===== src/rtl/genesis_pad_scanner_pkg.sv =====
// Shared constants and types for the Genesis pad scanner: pin/button index
// maps, the scan phase enum and two small phase helpers.
package genesis_pkg;

  localparam int BTN_W = 12;
  localparam int PIN_W = 6;

  // Button bit positions in the decoded, active-high button word.
  localparam int BTN_UP    = 0;
  localparam int BTN_DOWN  = 1;
  localparam int BTN_LEFT  = 2;
  localparam int BTN_RIGHT = 3;
  localparam int BTN_A     = 4;
  localparam int BTN_B     = 5;
  localparam int BTN_C     = 6;
  localparam int BTN_START = 7;
  localparam int BTN_X     = 8;
  localparam int BTN_Y     = 9;
  localparam int BTN_Z     = 10;
  localparam int BTN_MODE  = 11;

  // Pin bit positions inside one pad's 6-bit DB-9 group (active-low pins).
  localparam int PIN_UP_Z    = 0;
  localparam int PIN_DOWN    = 1;
  localparam int PIN_LEFT    = 2;
  localparam int PIN_RIGHT   = 3;
  localparam int PIN_A_B     = 4;
  localparam int PIN_START_C = 5;

  typedef enum logic [3:0] {
    ST_IDLE,
    ST_PH0,
    ST_PH1,
    ST_PH2,
    ST_PH3,
    ST_PH4,
    ST_PH5,
    ST_PH6,
    ST_PH7
  } phase_e;

  // Select level driven while in a given state: high in IDLE and even phases.
  function automatic logic phase_select(input phase_e st);
    case (st)
      ST_PH1, ST_PH3, ST_PH5, ST_PH7: phase_select = 1'b0;
      default:                        phase_select = 1'b1;
    endcase
  endfunction

  // Phase that follows st inside a frame; PH7 wraps back to IDLE.
  function automatic phase_e next_phase(input phase_e st);
    case (st)
      ST_IDLE: next_phase = ST_PH0;
      ST_PH0:  next_phase = ST_PH1;
      ST_PH1:  next_phase = ST_PH2;
      ST_PH2:  next_phase = ST_PH3;
      ST_PH3:  next_phase = ST_PH4;
      ST_PH4:  next_phase = ST_PH5;
      ST_PH5:  next_phase = ST_PH6;
      ST_PH6:  next_phase = ST_PH7;
      default: next_phase = ST_IDLE;
    endcase
  endfunction

endpackage


===== src/rtl/genesis_pad_scanner_pad_decode_debounce.sv =====
// One pad's worth of decode and debounce. The top FSM pulses a strobe on the
// last cycle of each phase that carries useful pin data; this block latches
// the relevant pins into an active-high button word, then folds the frame
// into the debouncer when commit_i fires at the end of PH7.
module pad_decode_debounce
  import genesis_pkg::*;
#(
  parameter int DEBOUNCE_FRAMES = 2
) (
  input  logic             clk_i,
  input  logic             rst_ni,
  input  logic [PIN_W-1:0] pins_i,
  input  logic             smp_ph0_i,
  input  logic             smp_ph1_i,
  input  logic             smp_ph5_i,
  input  logic             smp_ph6_i,
  input  logic             commit_i,
  output logic [BTN_W-1:0] buttons_o,
  output logic [BTN_W-1:0] new_press_o,
  output logic             present_o,
  output logic             six_button_o
);

  localparam int CNT_W = $clog2(DEBOUNCE_FRAMES + 1);
  localparam logic [CNT_W-1:0] CNT_SAT = CNT_W'(DEBOUNCE_FRAMES);

  logic [PIN_W-1:0] act_low;
  logic [BTN_W-1:0] smp_q;
  logic             pres_smp_q;
  logic             six_smp_q;
  logic [BTN_W-1:0] raw_btn;
  logic             raw_six;
  logic [BTN_W-1:0] cand_q, cand_d;
  logic [CNT_W-1:0] cnt_q, cnt_d;
  logic [BTN_W-1:0] buttons_q, buttons_d;
  logic [BTN_W-1:0] new_press_q;
  logic             present_q;
  logic             six_button_q;

  // Pins are active-low; a 1 here means the line is pulled low.
  assign act_low = ~pins_i;

  // Capture the pins that matter in each phase into the raw button word.
  always_ff @(posedge clk_i or negedge rst_ni) begin
    if (!rst_ni) begin
      smp_q      <= '0;
      pres_smp_q <= 1'b0;
      six_smp_q  <= 1'b0;
    end else begin
      if (smp_ph0_i) begin
        smp_q[BTN_UP]    <= act_low[PIN_UP_Z];
        smp_q[BTN_DOWN]  <= act_low[PIN_DOWN];
        smp_q[BTN_LEFT]  <= act_low[PIN_LEFT];
        smp_q[BTN_RIGHT] <= act_low[PIN_RIGHT];
        smp_q[BTN_B]     <= act_low[PIN_A_B];
        smp_q[BTN_C]     <= act_low[PIN_START_C];
      end
      if (smp_ph1_i) begin
        smp_q[BTN_A]     <= act_low[PIN_A_B];
        smp_q[BTN_START] <= act_low[PIN_START_C];
        // A connected pad grounds left and right while select is low.
        pres_smp_q       <= act_low[PIN_LEFT] & act_low[PIN_RIGHT];
      end
      if (smp_ph5_i) begin
        // A 6-button pad grounds all four direction lines in the third low phase.
        six_smp_q <= act_low[PIN_UP_Z] & act_low[PIN_DOWN] &
                     act_low[PIN_LEFT] & act_low[PIN_RIGHT];
      end
      if (smp_ph6_i) begin
        smp_q[BTN_Z]    <= act_low[PIN_UP_Z];
        smp_q[BTN_Y]    <= act_low[PIN_DOWN];
        smp_q[BTN_X]    <= act_low[PIN_LEFT];
        smp_q[BTN_MODE] <= act_low[PIN_RIGHT];
      end
    end
  end

  // Mask out extended buttons on 3-button pads and everything on absent pads.
  always_comb begin
    raw_btn = smp_q;
    if (!six_smp_q) begin
      raw_btn[BTN_X]    = 1'b0;
      raw_btn[BTN_Y]    = 1'b0;
      raw_btn[BTN_Z]    = 1'b0;
      raw_btn[BTN_MODE] = 1'b0;
    end
    if (!pres_smp_q) begin
      raw_btn = '0;
    end
    raw_six = pres_smp_q & six_smp_q;
  end

  // Debounce next-state: count identical frames, commit once the run is long enough.
  always_comb begin
    cand_d    = cand_q;
    cnt_d     = cnt_q;
    buttons_d = buttons_q;
    if (raw_btn == cand_q) begin
      if (cnt_q < CNT_SAT) begin
        cnt_d = cnt_q + CNT_W'(1);
      end
    end else begin
      cand_d = raw_btn;
      cnt_d  = CNT_W'(1);
    end
    if (cnt_d >= CNT_SAT) begin
      buttons_d = cand_d;
    end
  end

  // Frame-end update of the debouncer and the registered outputs.
  always_ff @(posedge clk_i or negedge rst_ni) begin
    if (!rst_ni) begin
      cand_q       <= '0;
      cnt_q        <= '0;
      buttons_q    <= '0;
      new_press_q  <= '0;
      present_q    <= 1'b0;
      six_button_q <= 1'b0;
    end else begin
      new_press_q <= '0;
      if (commit_i) begin
        cand_q       <= cand_d;
        cnt_q        <= cnt_d;
        buttons_q    <= buttons_d;
        new_press_q  <= buttons_d & ~buttons_q;
        present_q    <= pres_smp_q;
        six_button_q <= raw_six;
      end
    end
  end

  assign buttons_o    = buttons_q;
  assign new_press_o  = new_press_q;
  assign present_o    = present_q;
  assign six_button_o = six_button_q;

endmodule


===== src/rtl/genesis_pad_scanner.sv =====
// Genesis pad scanner top: synchronises the pad pins, runs the 8-phase select
// sequence with an idle gap between frames, and strobes one
// pad_decode_debounce per pad. frame_valid is a bare one-cycle pulse with no
// backpressure: the consumer must take buttons/new_press/present/six_button
// in the cycle frame_valid is high (the level outputs then hold until the
// next pulse).
module genesis_pad_scanner
  import genesis_pkg::*;
#(
  parameter int NUM_PADS        = 2,
  parameter int SEL_CYCLES      = 500,
  parameter int IDLE_CYCLES     = 100000,
  parameter int DEBOUNCE_FRAMES = 2
) (
  input  logic                      clk,
  input  logic                      reset,
  input  logic                      enable,
  input  logic [PIN_W*NUM_PADS-1:0] pad_pins,
  output logic                      select,
  output logic [BTN_W*NUM_PADS-1:0] buttons,
  output logic [BTN_W*NUM_PADS-1:0] new_press,
  output logic [NUM_PADS-1:0]       present,
  output logic [NUM_PADS-1:0]       six_button,
  output logic                      frame_valid,
  output phase_e                    dbg_state
);

  localparam int PH_W   = (SEL_CYCLES > 1) ? $clog2(SEL_CYCLES) : 1;
  localparam int IDLE_W = (IDLE_CYCLES > 1) ? $clog2(IDLE_CYCLES) : 1;
  localparam logic [PH_W-1:0]   PH_LAST   = PH_W'(SEL_CYCLES - 1);
  localparam logic [IDLE_W-1:0] IDLE_LAST = IDLE_W'(IDLE_CYCLES - 1);

  logic [PIN_W*NUM_PADS-1:0] sync1_q, sync2_q;
  phase_e                    state_q;
  logic [PH_W-1:0]           ph_cnt_q;
  logic [IDLE_W-1:0]         idle_cnt_q;
  logic                      select_q;
  logic                      frame_valid_q;
  logic                      phase_last;
  logic                      smp_ph0, smp_ph1, smp_ph5, smp_ph6, commit;

  // Two-flop synchroniser on every pad pin; released pins idle high.
  always_ff @(posedge clk or negedge reset) begin
    if (!reset) begin
      sync1_q <= '1;
      sync2_q <= '1;
    end else begin
      sync1_q <= pad_pins;
      sync2_q <= sync1_q;
    end
  end

  // Scan FSM with its phase/idle counters and registered select/frame_valid.
  always_ff @(posedge clk or negedge reset) begin
    if (!reset) begin
      state_q       <= ST_IDLE;
      ph_cnt_q      <= '0;
      idle_cnt_q    <= '0;
      select_q      <= 1'b1;
      frame_valid_q <= 1'b0;
    end else begin
      frame_valid_q <= 1'b0;
      if (state_q == ST_IDLE) begin
        if ((idle_cnt_q == IDLE_LAST) && enable) begin
          state_q  <= ST_PH0;
          ph_cnt_q <= '0;
          select_q <= phase_select(ST_PH0);
        end else if (idle_cnt_q != IDLE_LAST) begin
          idle_cnt_q <= idle_cnt_q + IDLE_W'(1);
        end
      end else if (phase_last) begin
        ph_cnt_q <= '0;
        state_q  <= next_phase(state_q);
        select_q <= phase_select(next_phase(state_q));
        if (state_q == ST_PH7) begin
          idle_cnt_q    <= '0;
          frame_valid_q <= 1'b1;
        end
      end else begin
        ph_cnt_q <= ph_cnt_q + PH_W'(1);
      end
    end
  end

  // Phase strobes fire on the last cycle of a phase so sync2 has settled.
  always_comb begin
    phase_last = (state_q != ST_IDLE) && (ph_cnt_q == PH_LAST);
    smp_ph0    = phase_last && (state_q == ST_PH0);
    smp_ph1    = phase_last && (state_q == ST_PH1);
    smp_ph5    = phase_last && (state_q == ST_PH5);
    smp_ph6    = phase_last && (state_q == ST_PH6);
    commit     = phase_last && (state_q == ST_PH7);
  end

  for (genvar p = 0; p < NUM_PADS; p++) begin : g_pad
    pad_decode_debounce #(
      .DEBOUNCE_FRAMES(DEBOUNCE_FRAMES)
    ) u_pad (
      .clk_i        (clk),
      .rst_ni       (reset),
      .pins_i       (sync2_q[PIN_W*p +: PIN_W]),
      .smp_ph0_i    (smp_ph0),
      .smp_ph1_i    (smp_ph1),
      .smp_ph5_i    (smp_ph5),
      .smp_ph6_i    (smp_ph6),
      .commit_i     (commit),
      .buttons_o    (buttons[BTN_W*p +: BTN_W]),
      .new_press_o  (new_press[BTN_W*p +: BTN_W]),
      .present_o    (present[p]),
      .six_button_o (six_button[p])
    );
  end

  assign select      = select_q;
  assign frame_valid = frame_valid_q;
  assign dbg_state   = state_q;

endmodule


===== config.mk =====
export PLATFORM = sky130hd
export DESIGN_NAME = genesis_pad_scanner
export DESIGN_NICKNAME = d
export VERILOG_FILES = /design/src/rtl/genesis_pad_scanner_pkg.sv /design/src/rtl/genesis_pad_scanner_pad_decode_debounce.sv /design/src/rtl/genesis_pad_scanner.sv
export SDC_FILE = /design/constraint.sdc
export NUM_CORES = 1
export LEC_CHECK = 0
export CAP_MARGIN = 40
export CORE_MARGIN = 2
export CORE_UTILIZATION = 30
export CTS_BUF_LIST = sky130_fd_sc_hd__clkbuf_8
export DETAILED_ROUTE_END_ITERATION = 6
export PLACE_DENSITY = 0.55
export SLEW_MARGIN = 15
export SYNTH_ARGS = -nofsm -noshare
export SYNTH_HDL_FRONTEND = slang
export SYNTH_SLANG_ARGS = --single-unit

===== constraint.sdc =====
create_clock -name clk -period 3.5 [get_ports clk]
set_input_delay 0.7 -clock clk [delete_from_list [all_inputs] [get_ports clk]]
set_output_delay 0.7 -clock clk [all_outputs]
set_load 0.02 [all_outputs]

==> results of run 1 <==
==> logic make-up (layout without fill, tap and decap cells) <==
| family | after synthesis | in the layout | synth area share |
|---|---|---|---|
| AND/OR/NAND/NOR | 221 | 221 | 0.1637 |
| flip-flops | 164 | 164 | 0.5998 |
| adder cells (fa/ha/maj) | 9 | 9 | 0.01633 |
| AO/OA/AOI/OAI | 120 | 120 | 0.1044 |
| XOR/XNOR | 15 | 15 | 0.01906 |
| multiplexers | 36 | 36 | 0.06080 |
| buffers and inverters | 57 | 146 | 0.03593 |
==> how the worst max path moves through the flow <==
stage	start	endpoint	slack (ps)	cells after the start
floorplan	dbg_state[0]$_DFFE_PN0P_	idle_cnt_q[13]$_DFFE_PN0P_	1310	8
global placement	g_pad[1].u_pad.pres_smp_q$_DFFE_PN0P_	g_pad[1].u_pad.cand_q[7]$_DFFE_PN0P_	750	5
detailed placement	g_pad[1].u_pad.pres_smp_q$_DFFE_PN0P_	g_pad[1].u_pad.buttons_o[9]$_DFFE_PN0P_	740	6
CTS	g_pad[1].u_pad.pres_smp_q$_DFFE_PN0P_	g_pad[1].u_pad.buttons_o[9]$_DFFE_PN0P_	710	6
global route	g_pad[1].u_pad.pres_smp_q$_DFFE_PN0P_	g_pad[1].u_pad.buttons_o[9]$_DFFE_PN0P_	470	6
finish	g_pad[1].u_pad.pres_smp_q$_DFFE_PN0P_	g_pad[1].u_pad.buttons_o[9]$_DFFE_PN0P_	770	6
==> critical path: stages (launching register included) <==
cell and delay, ps:
dfrtp_1 830, nand2_1 150, a222oi_1 250, nand4b_1 250, nor4_4 310, nand2_2 390
mux2_4 420
==> per-stage QoR <==
stage | power (mW) | setup slack [ps] | hold WS (ps) | area [um2]
6_report | 3.505 | 774.4 | 123.4 | 8394
5_1_grt | 3.646 | 471.3 | 104.4 | 8394
4_1_cts | 3.560 | 713.9 | 99.04 | 8394
3_5_place_dp | 2.030 | 735.7 | 346.8 | 7949
3_3_place_gp | 2.026 | 745.5 | 346.3 | 7905
2_1_floorplan | 1.960 | 1314 | 345.2 | 6894
==> report_power, final <==
group	internal (mW)	leakage, nW	switching, mW	total, mW
clock	0.814	0.217	0.702	1.52
sequential	1.92	2.18	0.00948	1.93
combinational	0.0208	1.26	0.0396	0.0604
total	2.75	3.65	0.751	3.50
==> cells in the final DEF, fill, tap and decap left out, types with 5 or more instances in the layout <==
master and instances:
dfrtp_1 139, nand2_1 87, o21ai_0 71, clkdlybuf4s50_1 71, inv_1 31, nor2_1 30, dfstp_2 25, nor3_1 19
nand3_1 19, mux2_2 19, clkbuf_8 19, nor3b_1 11, a21oi_1 10, mux2i_1 10, o22ai_1 9, and3_1 9
ha_1 9, buf_4 9, a31oi_1 8, xnor2_1 8, nand4_1 7, xor2_1 7, mux2_4 7, nand3b_1 5
nand4b_1 5, o31ai_1 5, or3_1 5
==> state kept, by name, summed over array words and instances, names as in the netlist <==
signal                    flops
g_pad.u_pad.buttons_o        24
g_pad.u_pad.cand_q           24
g_pad.u_pad.new_press_o      24
g_pad.u_pad.smp_q            24
idle_cnt_q                   17
sync1_q                      12
sync2_q                      12
ph_cnt_q                      9
dbg_state                     4
g_pad.u_pad.cnt_q             4
g_pad.u_pad.pres_smp_q        2
g_pad.u_pad.present_o         2
g_pad.u_pad.six_button_o      2
g_pad.u_pad.six_smp_q         2
frame_valid                   1
select                        1
==> area by class of cell <==
| cell class | count | area, um2 | area share |
|---|---|---|---|
| clock buffer | 19 | 261.5 | 0.03115 |
| sequential | 164 | 4135 | 0.4926 |
| inverter | 30 | 112.6 | 0.01341 |
| clock inverter | 13 | 183.9 | 0.02191 |
| tap | 285 | 356.6 | 0.04248 |
| timing repair buffer | 84 | 833.3 | 0.09927 |
| multi-input combinational | 401 | 2511 | 0.2992 |
==> routing by layer <==
metal | share of wire | vias up | wire length, um | global-route usage
li1 | - | 2331 | - | -
met1 | 0.52 | 2243 | 7394 | 0.1850
met2 | 0.42 | 81 | 5999 | 0.1787
met3 | 0.037 | 16 | 528 | 0.03000
met4 | 0.014 | 0 | 197 | 0.04107
met5 | 0 | - | 0 | 0
==> results.cfg, run 1 <==
[critical_path]
crit_type = reg -> reg
timing.reg2reg.setup_slack_ps = 770
worstPathRequired_ps = 3830
crit_path_max_fanout = 25
r2r_end = g_pad[1].u_pad.buttons_o[9]$_DFFE_PN0P_
critPathLaunchType = flop
end_kind = flop
r2r_cells = 6
r2r_start = g_pad[1].u_pad.pres_smp_q$_DFFE_PN0P_
worstPathArrival_ps = 3060

[logic_synthesis]
yosysSeqAreaShare = 0.5998
yosys_warnings = 0
synthArstFlopShare = 1.000
synth_area_leaders = dfrtp_1, dfstp_2, o21ai_0, nand2_1, mux2_2
synth-seq-cells = 164
synth.distinct_cells = 55
synth_fp_nets = 646
synthTopCellsByCount = dfrtp_1, nand2_1, o21ai_0
synthesis.area_mm2 = 0.006894
synth_top_area_frac = 0.5045
yosysTopAreaCell = dfrtp_1
synth_edf_count = 0
ys.flop_type = dfrtp_1
yosysMostFrequentCell = dfrtp_1
syn_inst = 622
syn_avg_cell_area_um2 = 11.08

[timing]
max_freq_ghz = 0.3669
fin_skew_ps = 12.89
tightest_slew_ps = 738.2
fin_crit_sh = 0.7788
period_needed_ps = 2726
setup_violations = 0
relSlewSlack = 0.5078
finalHoldViolCount = 0
rsz0062_at_grt = no
setup_tns_ps = 0
slew_violations = 0

[routing]
drt_iter0_drc = 285
wire_per_inst_um = 14.17
vias_per_cell = 4.690
ant_nets = 0
vias = 4671
first_pass_iters = 4
drc = 0
wirelength_mm = 14.12

[clocking]
clk_latency_ps = 450
cts_resized = 0
cts_buffers = 17
cts_tree = yes
cts.sink_count = 164
htreeDepth = 4
cts_max_path_buffers = 2
postCtsSetupBuffers = 0
clk_pin_slew_ps = 90
root_buffer = clkbuf_8
postCtsHoldBufs = 0

[placed_design]
dp_cells = 964
gp_congestion = 0.7647
io_buffers = 72
place_hpwl_mm = 9.826

[floorplanning]
fp.dieW_um = 155.6
core_area_mm2 = 0.02257
initial_core_util = 0.3054
dieArea_mm2 = 0.02421
io_pins = 73
rows = 55
dieHeight_um = 155.6

[grt]
antenna_found_initial = 0
grt_use_total = 0.1248
grt_pass1_vias = 4549
grt_max_degree = 63
overflow = 0
grt_first_pass_wirelength_mm = 24.01

[status]
status = complete, no violations

[final_layout]
instances_no_fill = 996
fillCellCount = 2247
post-route-util = 0.3719
layout-drive-gt1-share = 0.1477
area_delta_synth_final_pct = 21.76
n_antenna_cell = 0
nets = 722

[pwr]
leakagePower_nw = 3.651
irDropWorstVdd_uv = 226.8
power.density_mw_per_mm2 = 417.5

[worst_hold_path]
hold_class = in -> async

[flow_run]
cap_violations = 0
No activity file was read; power rests on OpenSTA's default activity.
==> inputs of run 2 (changes only) <==
Clock period 3.5 ns to 2.7 ns, I/O delays scaled along.
==> run 2 against run 1 <==
Compared with the run above: clock skew up 2.4 ps; final cell count up 0.50%; via count increased by 1.1%; maximum frequency grew 13%; critical path type unchanged.
==> results.cfg, run 2 (same netlist as run 1, synthesis figures left out) <==
[status]
status = complete, no violations

[pwr]
power.density_mw_per_mm2 = 516.4
irDropWorstVdd_uv = 264.6
leakagePower_nw = 3.668
power_mw = 4.332

[final_layout]
fillCellCount = 2234
area_delta_synth_final_pct = 21.67
fin_area_mm2 = 0.008388
post-route-util = 0.3716
layout-drive-gt1-share = 0.1522
final_common_cell = dfrtp_1
nets = 727
n_antenna_cell = 0
instances_no_fill = 1001
mostFrequentLayoutCells = dfrtp_1, nand2_1, o21ai_0, clkdlybuf4s50_1, inv_1

[critical_path]
critPathLaunchType = flop
worstPathCellList = o22ai_1 > a2111oi_0 > and3_1 > nand3_2 > buf_4 > mux2_2
cp_num_buf_inv = 1
r2r_start = g_pad[0].u_pad.pres_smp_q$_DFFE_PN0P_
worstPathArrival_ps = 2750
crit_path_max_fanout = 26
worstSetupStartpoint = g_pad[0].u_pad.pres_smp_q$_DFFE_PN0P_
cpMaxStageDelayCell = dfrtp_1
crit_type = reg -> reg
critical-path-top-delay-family = flip-flops
end_kind = flop
worstPathRequired_ps = 3040
cpPeakStageDelay_ps = 840

[clocking]
postCtsSetupBuffers = 0
clk_latency_ps = 450
cts.sink_count = 164
root_buffer = clkbuf_8
cts_max_path_buffers = 2
cts_tree = yes
clk_pin_slew_ps = 90
cts_resized = 0
postCtsHoldBufs = 0
htreeDepth = 4
cts_buffers = 17

[routing]
drc = 0
first_pass_iters = 4
wirelength_mm = 14.34
wire_per_inst_um = 14.32
ant_nets = 0
vias_per_cell = 4.716
drt_iter0_drc = 222
vias = 4721

[flow_run]
cap_violations = 0

[timing]
fin_ws_ps = 292.2
fin_skew_ps = 15.25
holdWs_ps = 45.44
period_needed_ps = 2408
tightest_slew_ps = 753.2
max_freq_ghz = 0.4153
slew_violations = 0
rsz0062_at_grt = no
fin_crit_sh = 0.8918
setup_tns_ps = 0
setup_violations = 0
relSlewSlack = 0.4979
finalHoldViolCount = 0

[grt]
grt_use_total = 0.1269
grt_pass1_vias = 4669
grt_first_pass_wirelength_mm = 24.36
antenna_found_initial = 0
grt_max_degree = 59
overflow = 0

[placed_design]
place_area_mm2 = 0.008003
dp_cells = 969
place_hpwl_mm = 9.801
gp_congestion = 0.7633
io_buffers = 72
place_ws_ps = 260.7

[worst_hold_path]
hold_class = in -> async

[floorplanning]
dieArea_mm2 = 0.02421
core_area_mm2 = 0.02257
rows = 55
dieHeight_um = 155.6
fp.dieW_um = 155.6
initial_core_util = 0.3054
io_pins = 73
-- run 2: final timing paths --
kind / to / slack [ps] / cells past startpoint
worst max-delay path: g_pad[0].u_pad.buttons_o[7]$_DFFE_PN0P_ / 290 / 6
worst min-delay path: ph_cnt_q[5]$_DFFE_PN0P_ / 50 / 1
worst max register to register: g_pad[0].u_pad.buttons_o[7]$_DFFE_PN0P_ / 290 / 6
worst min register to register: sync2_q[0]$_DFF_PN1_ / 360 / 0
max in group asynchronous: sync2_q[5]$_DFF_PN1_ / 1900 / 2
min in group clk: sync2_q[0]$_DFF_PN1_ / 360 / 0
-- run 2: power by group --
part | leakage, nW | switching (mW) | internal (mW)
Clock | 0.207 | 0.915 | 0.841
Sequential | 2.18 | 0.0129 | 2.49
Combinational | 1.29 | 0.0507 | 0.0241
Total | 3.67 | 0.979 | 3.35
-- run 2: layer usage --
metal  vias to the layer above  global-route usage  routed length, um
li1                       2335                   -                  -
met1                      2307              0.1844               7500
met2                        69              0.1865               6191
met3                        10             0.03194                500
met4                         0             0.03888                143
met5                         -                   0                  0
-- run 2: worst reg2reg max path: stages, from the launching register on --
cell and delay [ps]:
dfrtp_1 840, o22ai_1 200, a2111oi_0 350, and3_1 280
nand3_2 90, buf_4 250, mux2_2 310
-- run 2: final cells by class --
| class | instances | area (um2) | area share |
|---|---|---|---|
| tap | 285 | 356.6 | 0.04251 |
| inverter | 30 | 112.6 | 0.01342 |
| sequential | 164 | 4135 | 0.4930 |
| multi-input combinational | 401 | 2511 | 0.2994 |
| clock buffer | 18 | 247.7 | 0.02953 |
| clock inverter | 14 | 137.6 | 0.01641 |
| timing repair buffer | 89 | 887.1 | 0.1058 |
==> inputs of run 3 (changes only) <==
Settings changed: PLACE_DENSITY 0.55 to 0.56.
Clock period 2.7 ns to 2.2 ns, I/O delays scaled along.
==> run 3 against run 2 <==
Compared with the run above: flip-flop and latch count unchanged; clock skew up 1.6 ps; power up 22%; wire length up 4.3%; utilization up 2.3 points; combinational power up 38%; count of clock-buffer cells in the layout up 2; die area unchanged; critical path depth up 2; largest power group unchanged.
==> results.cfg, run 3 (same netlist as run 1, synthesis figures left out) <==
[placed_design]
place_hpwl_mm = 10.21
io_buffers = 72
gp_congestion = 0.7524
place_area_mm2 = 0.008378
dp_cells = 1009

[timing]
setup_violations = 0
rsz0062_at_grt = yes
fin_crit_sh = 0.9939
tightest_slew_ps = 525.3
period_needed_ps = 2187
slew_violations = 0
finalHoldViolCount = 0
relSlewSlack = 0.6498
fin_skew_ps = 16.82
max_freq_ghz = 0.4573

[final_layout]
fillCellCount = 2185
mostFrequentLayoutCells = dfrtp_1, nand2_1, clkdlybuf4s50_1, o21ai_0, buf_4
final_common_cell = dfrtp_1
nets = 775
layout-drive-gt1-share = 0.2238
fin_area_mm2 = 0.008916
area_delta_synth_final_pct = 29.33
instances_no_fill = 1049
n_antenna_cell = 0

[flow_run]
cap_violations = 0

[critical_path]
critPathLaunchType = flop
worstPathRequired_ps = 2560
worstPathArrival_ps = 2550
crit_type = reg -> reg
end_kind = flop
crit_path_max_fanout = 11

[pwr]
seqPwrFrac = 0.580
p_int_mw = 4.072
power.density_mw_per_mm2 = 592.6
irDropWorstVdd_uv = 320.0
swShare = 0.2294
p_clk_frac = 0.400
leakagePower_nw = 3.941
p_comb_frac = 0.019
switchingPower_mw = 1.212

[worst_hold_path]
hold_class = reg -> reg

[routing]
vias = 4914
first_pass_iters = 4
drt_iter0_drc = 304
wirelength_mm = 14.95
wire_per_inst_um = 14.25
drc = 0
vias_per_cell = 4.684
ant_nets = 0

[clocking]
root_buffer = clkbuf_8
cts_max_path_buffers = 2
cts_tree = yes
htreeDepth = 4
cts_buffers = 17
clk_latency_ps = 460
cts.sink_count = 164
clk_pin_slew_ps = 80

[grt]
antenna_found_initial = 0
grt_first_pass_wirelength_mm = 24.65
grt_pass1_vias = 4801
overflow = 0
grt_use_total = 0.1289
grt_max_degree = 50

[floorplanning]
io_pins = 73
fp.dieW_um = 155.6
initial_core_util = 0.3054
dieHeight_um = 155.6
dieArea_mm2 = 0.02421
rows = 55
core_area_mm2 = 0.02257

[status]
status = complete, no violations
run 3: cell count changes in the layout (fill, tap and decap cells not counted), sizes merged:
cell,change
buf,+46
clkinv,-4
clkinvlp,+4
clkbuf,+3
bufinv,-1
dlygate4sd3,+1
inv,-1
run 3: repair_timing:
item                                    CTS  global route
endpoints found under the setup margin    8            53
cloned                                    0             2
resized for setup                         0            18
hold buffers                              1             0
endpoints found under the hold margin    34             0
pin swaps                                 1             2
buffers inserted                          0             5
run 3: path summary, 6_finish.rpt:
check / start / end / slack [ps] / cells after the start
min in group asynchronous: reset / ph_cnt_q[2]$_DFFE_PN0P_ / 500 / 2
worst min-delay path: sync1_q[4]$_DFF_PN1_ / sync2_q[4]$_DFF_PN1_ / 360 / 0
worst max-delay path: g_pad[1].u_pad.cand_q[11]$_DFFE_PN0P_ / g_pad[1].u_pad.new_press_o[9]$_DFF_PN0_ / 10 / 8
worst min register to register: sync1_q[4]$_DFF_PN1_ / sync2_q[4]$_DFF_PN1_ / 360 / 0
max in group asynchronous: reset / sync2_q[2]$_DFF_PN1_ / 1030 / 3
worst max register to register: g_pad[1].u_pad.cand_q[11]$_DFFE_PN0P_ / g_pad[1].u_pad.new_press_o[9]$_DFF_PN0_ / 10 / 8
run 3: routing by layer:
layer  vias to the layer above  track usage  routed length [um]
li1                       2437            -                   -
met1                      2392       0.1877                7654
met2                        78       0.1888                6683
met3                         7      0.03694                 514
met4                         0      0.03277                  98
met5                         -            0                   0
run 3: power groups by stage:
stage          Combinational [mW]  Clock [mW]  Sequential, mW
2_1_floorplan            0.000643           0            3.12
3_3_place_gp                0.107           0            3.12
3_5_place_dp                0.108           0            3.12
4_1_cts                     0.109        2.20            3.07
5_1_grt                     0.119        2.34            3.07
6_report                    0.103        2.11            3.07
run 3: critical path, stage by stage (launching register included):
cell and delay [ps]:
dfrtp_1 400, buf_6 140, a222oi_1 320, nand4b_1 270, nor4_4 310, nand2_2 160, buf_12 190, buf_4 130
nor3b_1 190
run 3: area by class of cell:
class	instances	area [um2]	share of cell area
clock buffer	20	275.3	0.03087
clock inverter	12	106.4	0.01193
inverter	30	112.6	0.01263
multi-input combinational	401	2577	0.2891
sequential	164	4138	0.4641
tap	285	356.6	0.03999
timing repair buffer	137	1350	0.1514
run 3: metrics by stage:
step,power (mW),setup TNS [ps],hold WS [ps],setup slack (ps),utilization
after floorplan,3.119,0,144.4,14.16,-
after global placement,3.232,0,346.5,12.01,0.3712
after detailed placement,3.232,-2.460,346.8,-2.460,0.3712
after CTS,5.380,0,338.6,2.407,0.3885
after global routing,5.528,-701.5,318.3,-70.94,0.3950
final,5.284,0,358.5,13.36,0.3950
